**src/rtl/mux4_rr_arbiter.sv**
```systemverilog
// Round-robin arbiter driving the 2-bit select of a 4:1 mux; one owner at a time, zero-bubble handover.
// Optional hold-limit preemption is compiled in with `define MUX_ARB_HOLD_LIMIT_EN (limit = MAX_HOLD cycles).
module mux4_rr_arbiter #(
  parameter int unsigned MAX_HOLD = 8
) (
  input  logic       clk,
  input  logic       rst,
  input  logic [3:0] req,
  output logic [3:0] gnt,
  output logic [1:0] select,
  output logic       valid
);

  typedef enum logic {IDLE, BUSY} state_t;

  state_t     state;
  logic [1:0] owner;
  logic [1:0] ptr;

  logic [1:0] base_c;
  logic [3:0] cand_c;
  logic [1:0] scan_idx_c;
  logic [1:0] win_c;
  logic       win_found_c;
  logic       release_c;
  logic       preempt_c;

  // MAX_HOLD outside 2..256 is not a supported configuration.
  localparam bit HOLD_RANGE_OK = (MAX_HOLD >= 2) && (MAX_HOLD <= 256);
  if (!HOLD_RANGE_OK) begin : g_bad_max_hold
  end

  // Priority scan from base; while busy the current owner is never a candidate.
  always_comb begin
    base_c      = (state == BUSY) ? owner + 2'd1 : ptr;
    cand_c      = req;
    if (state == BUSY) cand_c[owner] = 1'b0;
    scan_idx_c  = base_c;
    win_c       = base_c;
    win_found_c = 1'b0;
    for (int i = 3; i >= 0; i--) begin
      scan_idx_c = base_c + 2'(i);
      if (cand_c[scan_idx_c]) begin
        win_c       = scan_idx_c;
        win_found_c = 1'b1;
      end
    end
  end

  assign release_c = !req[owner];

`ifdef MUX_ARB_HOLD_LIMIT_EN
  localparam int unsigned CNT_W = $clog2(MAX_HOLD);
  localparam logic [CNT_W-1:0] CNT_MAX = CNT_W'(MAX_HOLD - 1);

  logic [CNT_W-1:0] cnt;

  // Preempt only when someone else is actually waiting.
  assign preempt_c = (cnt == CNT_MAX) && win_found_c;

  always_ff @(posedge clk) begin
    if (rst) begin
      cnt <= '0;
    end else if (state == IDLE || release_c || preempt_c) begin
      cnt <= '0;
    end else if (cnt != CNT_MAX) begin
      cnt <= cnt + CNT_W'(1);
    end
  end
`else
  assign preempt_c = 1'b0;
`endif

  // Arbiter state machine with registered grant outputs.
  always_ff @(posedge clk) begin
    if (rst) begin
      state <= IDLE;
      owner <= 2'd0;
      ptr   <= 2'd0;
      gnt   <= 4'b0000;
      valid <= 1'b0;
    end else begin
      case (state)
        IDLE: begin
          if (win_found_c) begin
            state <= BUSY;
            owner <= win_c;
            gnt   <= 4'b0001 << win_c;
            valid <= 1'b1;
          end
        end
        BUSY: begin
          if (release_c || preempt_c) begin
            ptr <= owner + 2'd1;
            if (win_found_c) begin
              owner <= win_c;
              gnt   <= 4'b0001 << win_c;
              valid <= 1'b1;
            end else begin
              state <= IDLE;
              gnt   <= 4'b0000;
              valid <= 1'b0;
            end
          end
        end
        default: state <= IDLE;
      endcase
    end
  end

  // Owner index persists through IDLE so the mux output stays stable.
  assign select = owner;

endmodule

```
**config.mk**
```make
export PLATFORM = sky130hd
export DESIGN_NAME = mux4_rr_arbiter
export DESIGN_NICKNAME = d
export VERILOG_FILES = /design/src/rtl/mux4_rr_arbiter.sv
export SDC_FILE = /design/constraint.sdc
export NUM_CORES = 1
export LEC_CHECK = 0
export BUFFER_PORTS_ARGS = -buffer_cell sky130_fd_sc_hd__buf_4
export CAP_MARGIN = 20
export CELL_PAD_IN_SITES_DETAIL_PLACEMENT = 1
export CELL_PAD_IN_SITES_GLOBAL_PLACEMENT = 2
export CORE_ASPECT_RATIO = 0.75
export CORE_MARGIN = 2
export CORE_UTILIZATION = 32
export CTS_CLUSTER_DIAMETER = 150
export DETAILED_ROUTE_END_ITERATION = 8
export PLACE_DENSITY = 0.74
export SLEW_MARGIN = 25
export SYNTH_ARGS = -nofsm -noshare
export SYNTH_HDL_FRONTEND = slang
export SYNTH_SLANG_ARGS = --single-unit
```
**constraint.sdc**
```tcl
create_clock -name clk -period 2.2 [get_ports clk]
set_input_delay 0.44 -clock clk [delete_from_list [all_inputs] [get_ports clk]]
set_output_delay 0.44 -clock clk [all_outputs]
set_load 0.02 [all_outputs]
```
== After elaboration in Yosys (flattened, before gate mapping) ==
Index checks and enable logic that the tools add are counted.

* Input port bits: 6
* Flip-flop bits (word level): 10
* Logic and storage cells: 60

* Add/subtract/negate cells: 4
* Muxes and demuxes: 35
* Reductions and logical operators: 3
* Bitwise logic cells: 4
* Shift-type cells: 1
* $lt $le $gt $ge: 6
* Equality and inequality tests: 2

{| class="wikitable"
|+ Operators with widths
! operator !! count
|-
| two-way mux 4 bit || 4
|-
| less-than comparator 2 x 3 -> 1 bit (second input constant) || 5
|-
| two-way mux 1 bit || 14
|-
| two-way mux 2 bit || 7
|-
| binary-select mux 1 bit (select 2 bit) || 5
|-
| case mux 4 bit (2 select lines) || 1
|-
| adder 2 x 1 -> 2 bit (second input constant) || 2
|-
| adder 2 bit (second input constant) || 2
|-
| AND 4 bit || 1
|-
| inequality test 2 bit (second input constant) || 2
|-
| NOT 4 bit || 1
|-
| case mux 1 bit (2 select lines) || 2
|-
| case mux 2 bit (2 select lines) || 1
|-
| AND reduction 2 bit || 2
|-
| left shift 1 x 2 -> 4 bit (first input constant) || 1
|-
| demux 1 bit (select 2 bit) || 1
|-
| >= comparator 2 x 1 -> 1 bit (second input constant) || 1
|-
| NOT 1 bit || 2
|-
| logical AND 1 bit || 1
|}

== Longest topological paths before layout ==
* Word-level depth: 17
* Mapped depth: 7
* Mapped depth without buffers: 7

== Worst setup path after synthesis ==
Ideal clock, no wire load.

* Kind: reg2reg
* From: register owner[0], in the netlist select[0]
* To: register gnt[2]
* Path slack: 0.083 ns
* Path buffers: 0
* Required time: 2.083 ns
* Cell stages (with the launch flop): 8
* Arrival time: 1.999 ns
* Library setup time: 0.117 ns
* Clock period less this slack: 2.117 ns
* Cells stage by stage: dfxtp_1 > inv_1 > ha_1 > mux2i_4 > o22ai_2 > a311oi_4 > nand2_1 > a32o_1

* Longest elaborated chain between the ends: 17

{| class="wikitable"
|+ Ends and longest elaborated chain
! item !! line !! source
|-
| from (decl) || 17 || <nowiki>logic [1:0] owner;</nowiki>
|-
| from (signal assigned) || 87 || <nowiki>owner <= win_c;</nowiki>
|-
| from (signal assigned) || 96 || <nowiki>owner <= win_c;</nowiki>
|-
| less-than comparator 2 x 3 -> 1 bit (implied by the code) or >= comparator 2 x 1 -> 1 bit (tied branches) || 37 || <nowiki>if (state == BUSY) cand_c[owner] = 1'b0;</nowiki>
|-
| logical AND 1 bit (implied by the code) || 37 ||
|-
| two-way mux 1 bit (implied by the code) || 37 ||
|-
| demux 1 bit (select 2 bit) || 37 ||
|-
| NOT 4 bit (no line) || n/a ||
|-
| AND 4 bit (no line) || n/a ||
|-
| two-way mux 4 bit || 37 ||
|-
| binary-select mux 1 bit (select 2 bit) || 43 || <nowiki>if (cand_c[scan_idx_c]) begin</nowiki>
|-
| two-way mux 1 bit (implied by the code) || 43 ||
|-
| two-way mux 2 bit (4 in series) || 43 ||
|-
| left shift 1 x 2 -> 4 bit || 88, 97 ||
|-
| two-way mux 4 bit || 95 || <nowiki>if (win_found_c) begin</nowiki>
|-
| two-way mux 4 bit || 93 || <nowiki>if (release_c || preempt_c) begin</nowiki>
|-
| case mux 4 bit (2 select lines) || 83 || <nowiki>case (state)</nowiki>
|-
| to (signal assigned) || 88 || <nowiki>gnt <= 4'b0001 << win_c;</nowiki>
|-
| to (signal assigned) || 97 || <nowiki>gnt <= 4'b0001 << win_c;</nowiki>
|-
| to (decl) || 9 || <nowiki>output logic [3:0] gnt,</nowiki>
|}

Parallel ways exist; a longest one is shown, timed or not. The select of a mux whose other input is x is not followed.
A chain may end at the register's enable or synchronous reset.

== Final worst setup path ==
Same ends and word-level chain as after synthesis.

==> impl_results.md <==
- Status: completed
- Synth area leaders: dfxtp_1, ha_1, a21oi_1
- Gate Count Post-Synth: 79
- Root Driver: clkbuf_4
- IO Pins: 13
- Pre-Repair DR Iteration Count: 6
- P&R area growth vs syn: 26.93%
- CTS hold repair buffers: 0
- Kind of critical path: reg -> reg
- Final HPWL DP: 1463 um
- Worst VDD drop: 0.3768 mV
- CP endpoint kind: flop
- Reg2reg start: select[0]
- Drt initial violations: 8
- CTS sink cnt: 10
- Worst Hold Class: in -> reg
- Die Wd: 59.13 um
- Slowest CP cell: dfxtp_1
- WP data arrival: 2.23 ns
- Core area: 0.002085 mm^2
- R2R Setup Slk: 0.14 ns
- HP Start: rst
- Clk_skew: 0.0005565 ns
- Syn Area/Cell: 9.234 um^2
- Die Y-Extent: 45.35 um
- Final Wtd Congestion: 0.7627
- Vias after detailed routing: 665
- Grt total ovfl: 0
- CTS Buf Count: 3
- P_leak: 0.3919 nW
- Final Hold Vio Count: 0
- Share of cells above drive strength 1: 33.33%
- Starting Density: 34.99%
- Slowest stage delay, CP: 0.41 ns
- Final ANT Viol Nets: 0
- Fin nets: 107
- DRC Markers: 0
- Yosys top cell by area: dfxtp_1
- Reg2Reg Depth: 7
- Finish-stage setup viols: 0
- WL/cell: 16.09 um
- Syn_nets: 89
- Post-Route WL: 1931 um
- Max cap viols: 0
- # diodes: 0
- CTS max path bufs: 2
- RSZ-0062 raised after global routing: false
- Final TNS setup: 0 ns
- Seq/Total Area, Yosys: 27.44%
- First-pass GRT wire length: 3036 um
- Initial antenna violation count: 0
- Hold depth: 2
- Clock transition at path regs: 0.07 ns
- Hold Crit Endpoint: valid
- Total power: 821.1 uW
- Synth Register Bits: 10
- PwrDens: 886.9 mW/mm^2
- Top cell type's share of synthesized area: 27.44%
- Slew Viols, Final: 0
- Clock Latency Late Sink: 0.27 ns
- Site Rows: 14
- DIE AREA: 0.002682 mm^2
- Reg2reg end: gnt[2]
- CP max FO: 5
- Tmin final: 2.056 ns
- Total GRT Usage: 15.77%
- H-tree depth: 1
- CTS tree: yes
- Slew Limit Headroom: 69.01%
- Final period util: 93.45%
- Syn. warnings: 0
- Largest net degree at the start of global routing: 12
- Req. time, crit path: 2.37 ns
- Post-Synthesis Cell Area: 729.5 um^2
- Fmax: 0.4864 GHz
- IO buf count: 12
- Vias in the first global route: 617
- Worst slew pin tran: 0.4649 ns
- Worst path cell trace: inv_1 > ha_1 > mux2i_4 > o22ai_2 > a311oi_4 > nand2_1 > a32o_1
- Routed vias/inst: 5.542
- Synth cell types: 38
- Startpoint types: flop
[final cells by class]
| class | instances | area [um^2] |
|---|---|---|
| inverters | 7 | 26.28 |
| well taps | 24 | 30.03 |
| repair buffers | 16 | 120.1 |
| clock buffers | 4 | 36.28 |
| multi-input cells | 59 | 513.0 |
| fillers | 246 | 1159 |
| flip-flops and latches | 10 | 200.2 |
[sequential cells by signal, indices dropped and copies added (netlist names)]
name and flops:
gnt 4, ptr 2, select 2, state 1, valid 1
[metrics by stage]
| step | instances | util (%) | worst slack (ns) | hold WS (ns) | cell area [um^2] |
|---|---|---|---|---|---|
| finish | 120 | 44.42 | 0.1440 | 0.4252 | 925.9 |
| global route | 120 | 44.42 | 0.01115 | 0.4285 | 925.9 |
| CTS | 120 | 43.04 | 0.09596 | 0.4155 | 897.1 |
| detailed placement | 116 | 41.30 | 0.1311 | 0.4536 | 860.8 |
| global placement | 116 | 41.30 | 0.1476 | 0.4488 | 860.8 |
| floorplan | 79 | - | 0.08333 | 0.4927 | 729.5 |
[power by group]
group | switching (mW) | internal, mW | total [mW] | leakage (nW)
sequential | 0.0240 | 0.213 | 0.237 | 0.0825
clock | 0.0733 | 0.101 | 0.174 | 0.0210
combinational | 0.227 | 0.183 | 0.410 | 0.288
total | 0.324 | 0.497 | 0.821 | 0.392
[kinds of logic (layout without fill, tap and decap cells)]
logic type | after synthesis | count (layout) | share of synthesized area [%]
simple gates | 26 | 26 | 20.59
flops | 10 | 10 | 27.44
compound gates | 25 | 25 | 30.02
fa+ha+maj | 4 | 4 | 6.861
buf+inv | 10 | 27 | 6.176
mux | 4 | 4 | 8.919
[layer usage]
metal / routed length (um) / up-vias / track usage, %
met5: 0 / - / 0
met4: 0 / 0 / 1.364
met3: 85 / 0 / 6.017
met2: 893 / 11 / 24.22
met1: 951 / 326 / 21.95
li1: - / 328 / -
[layout by cell type, fill, tap and decap left out, types with 2 or more instances in the layout]
master    instances
a32o_1            2
inv_1             7
o22ai_1           2
clkbuf_4          3
nand2_1           6
a21bo_2           2
a21oi_1           7
buf_4            16
nor2_1            5
nor2b_1           2
ha_1              4
mux2i_1           2
dfxtp_1          10
nand3_1           2
[synthesized netlist by cell type]
cell	count
a41o_1	1
a21boi_0	2
mux2i_4	1
nor3b_1	1
nand2b_1	1
mux2i_1	2
mux4_2	1
a211oi_1	1
buf_6	1
nand2b_2	1
nand3b_1	1
a311oi_4	1
nor3_2	1
clkbuf_1	2
o32ai_1	1
nand2_1	6
o22ai_1	2
nand3_1	2
a21boi_1	1
a32o_1	2
ha_1	4
inv_1	7
nor3_1	1
or2b_1	1
o22ai_2	1
dfxtp_1	10
nor2b_1	2
o31ai_2	1
o32ai_2	1
a31oi_1	1
nor2_1	5
nand4bb_1	1
and2_1	1
nand4b_1	1
and2b_1	1
a21oi_1	7
a21bo_2	2
a41oi_1	1
[what timing repair did]
action | in CTS | in global routing
gates resized for setup | 0 | 5
setup buffers | 0 | 0
setup endpoints to repair | 0 | 3
[critical path: cells and delay by family, from the launching register on]
family	cells	cell delay (ns)
fa+ha+maj	1	0.35
simple gates	1	0.10
buf+inv	1	0.09
flops	1	0.41
compound gates	3	0.74
mux	1	0.27
[how the worst max path moves through the flow]
stage	start	endpoint	slack, ns
2_1_floorplan	select[0]	gnt[2]	0.08
3_3_place_gp	select[1]	gnt[2]	0.15
3_5_place_dp	select[1]	gnt[0]	0.13
6_report	select[0]	gnt[2]	0.14
4_1_cts	select[1]	gnt[0]	0.1
5_1_grt	select[0]	gnt[3]	0.01
Power figures use the tool's default switching activity.
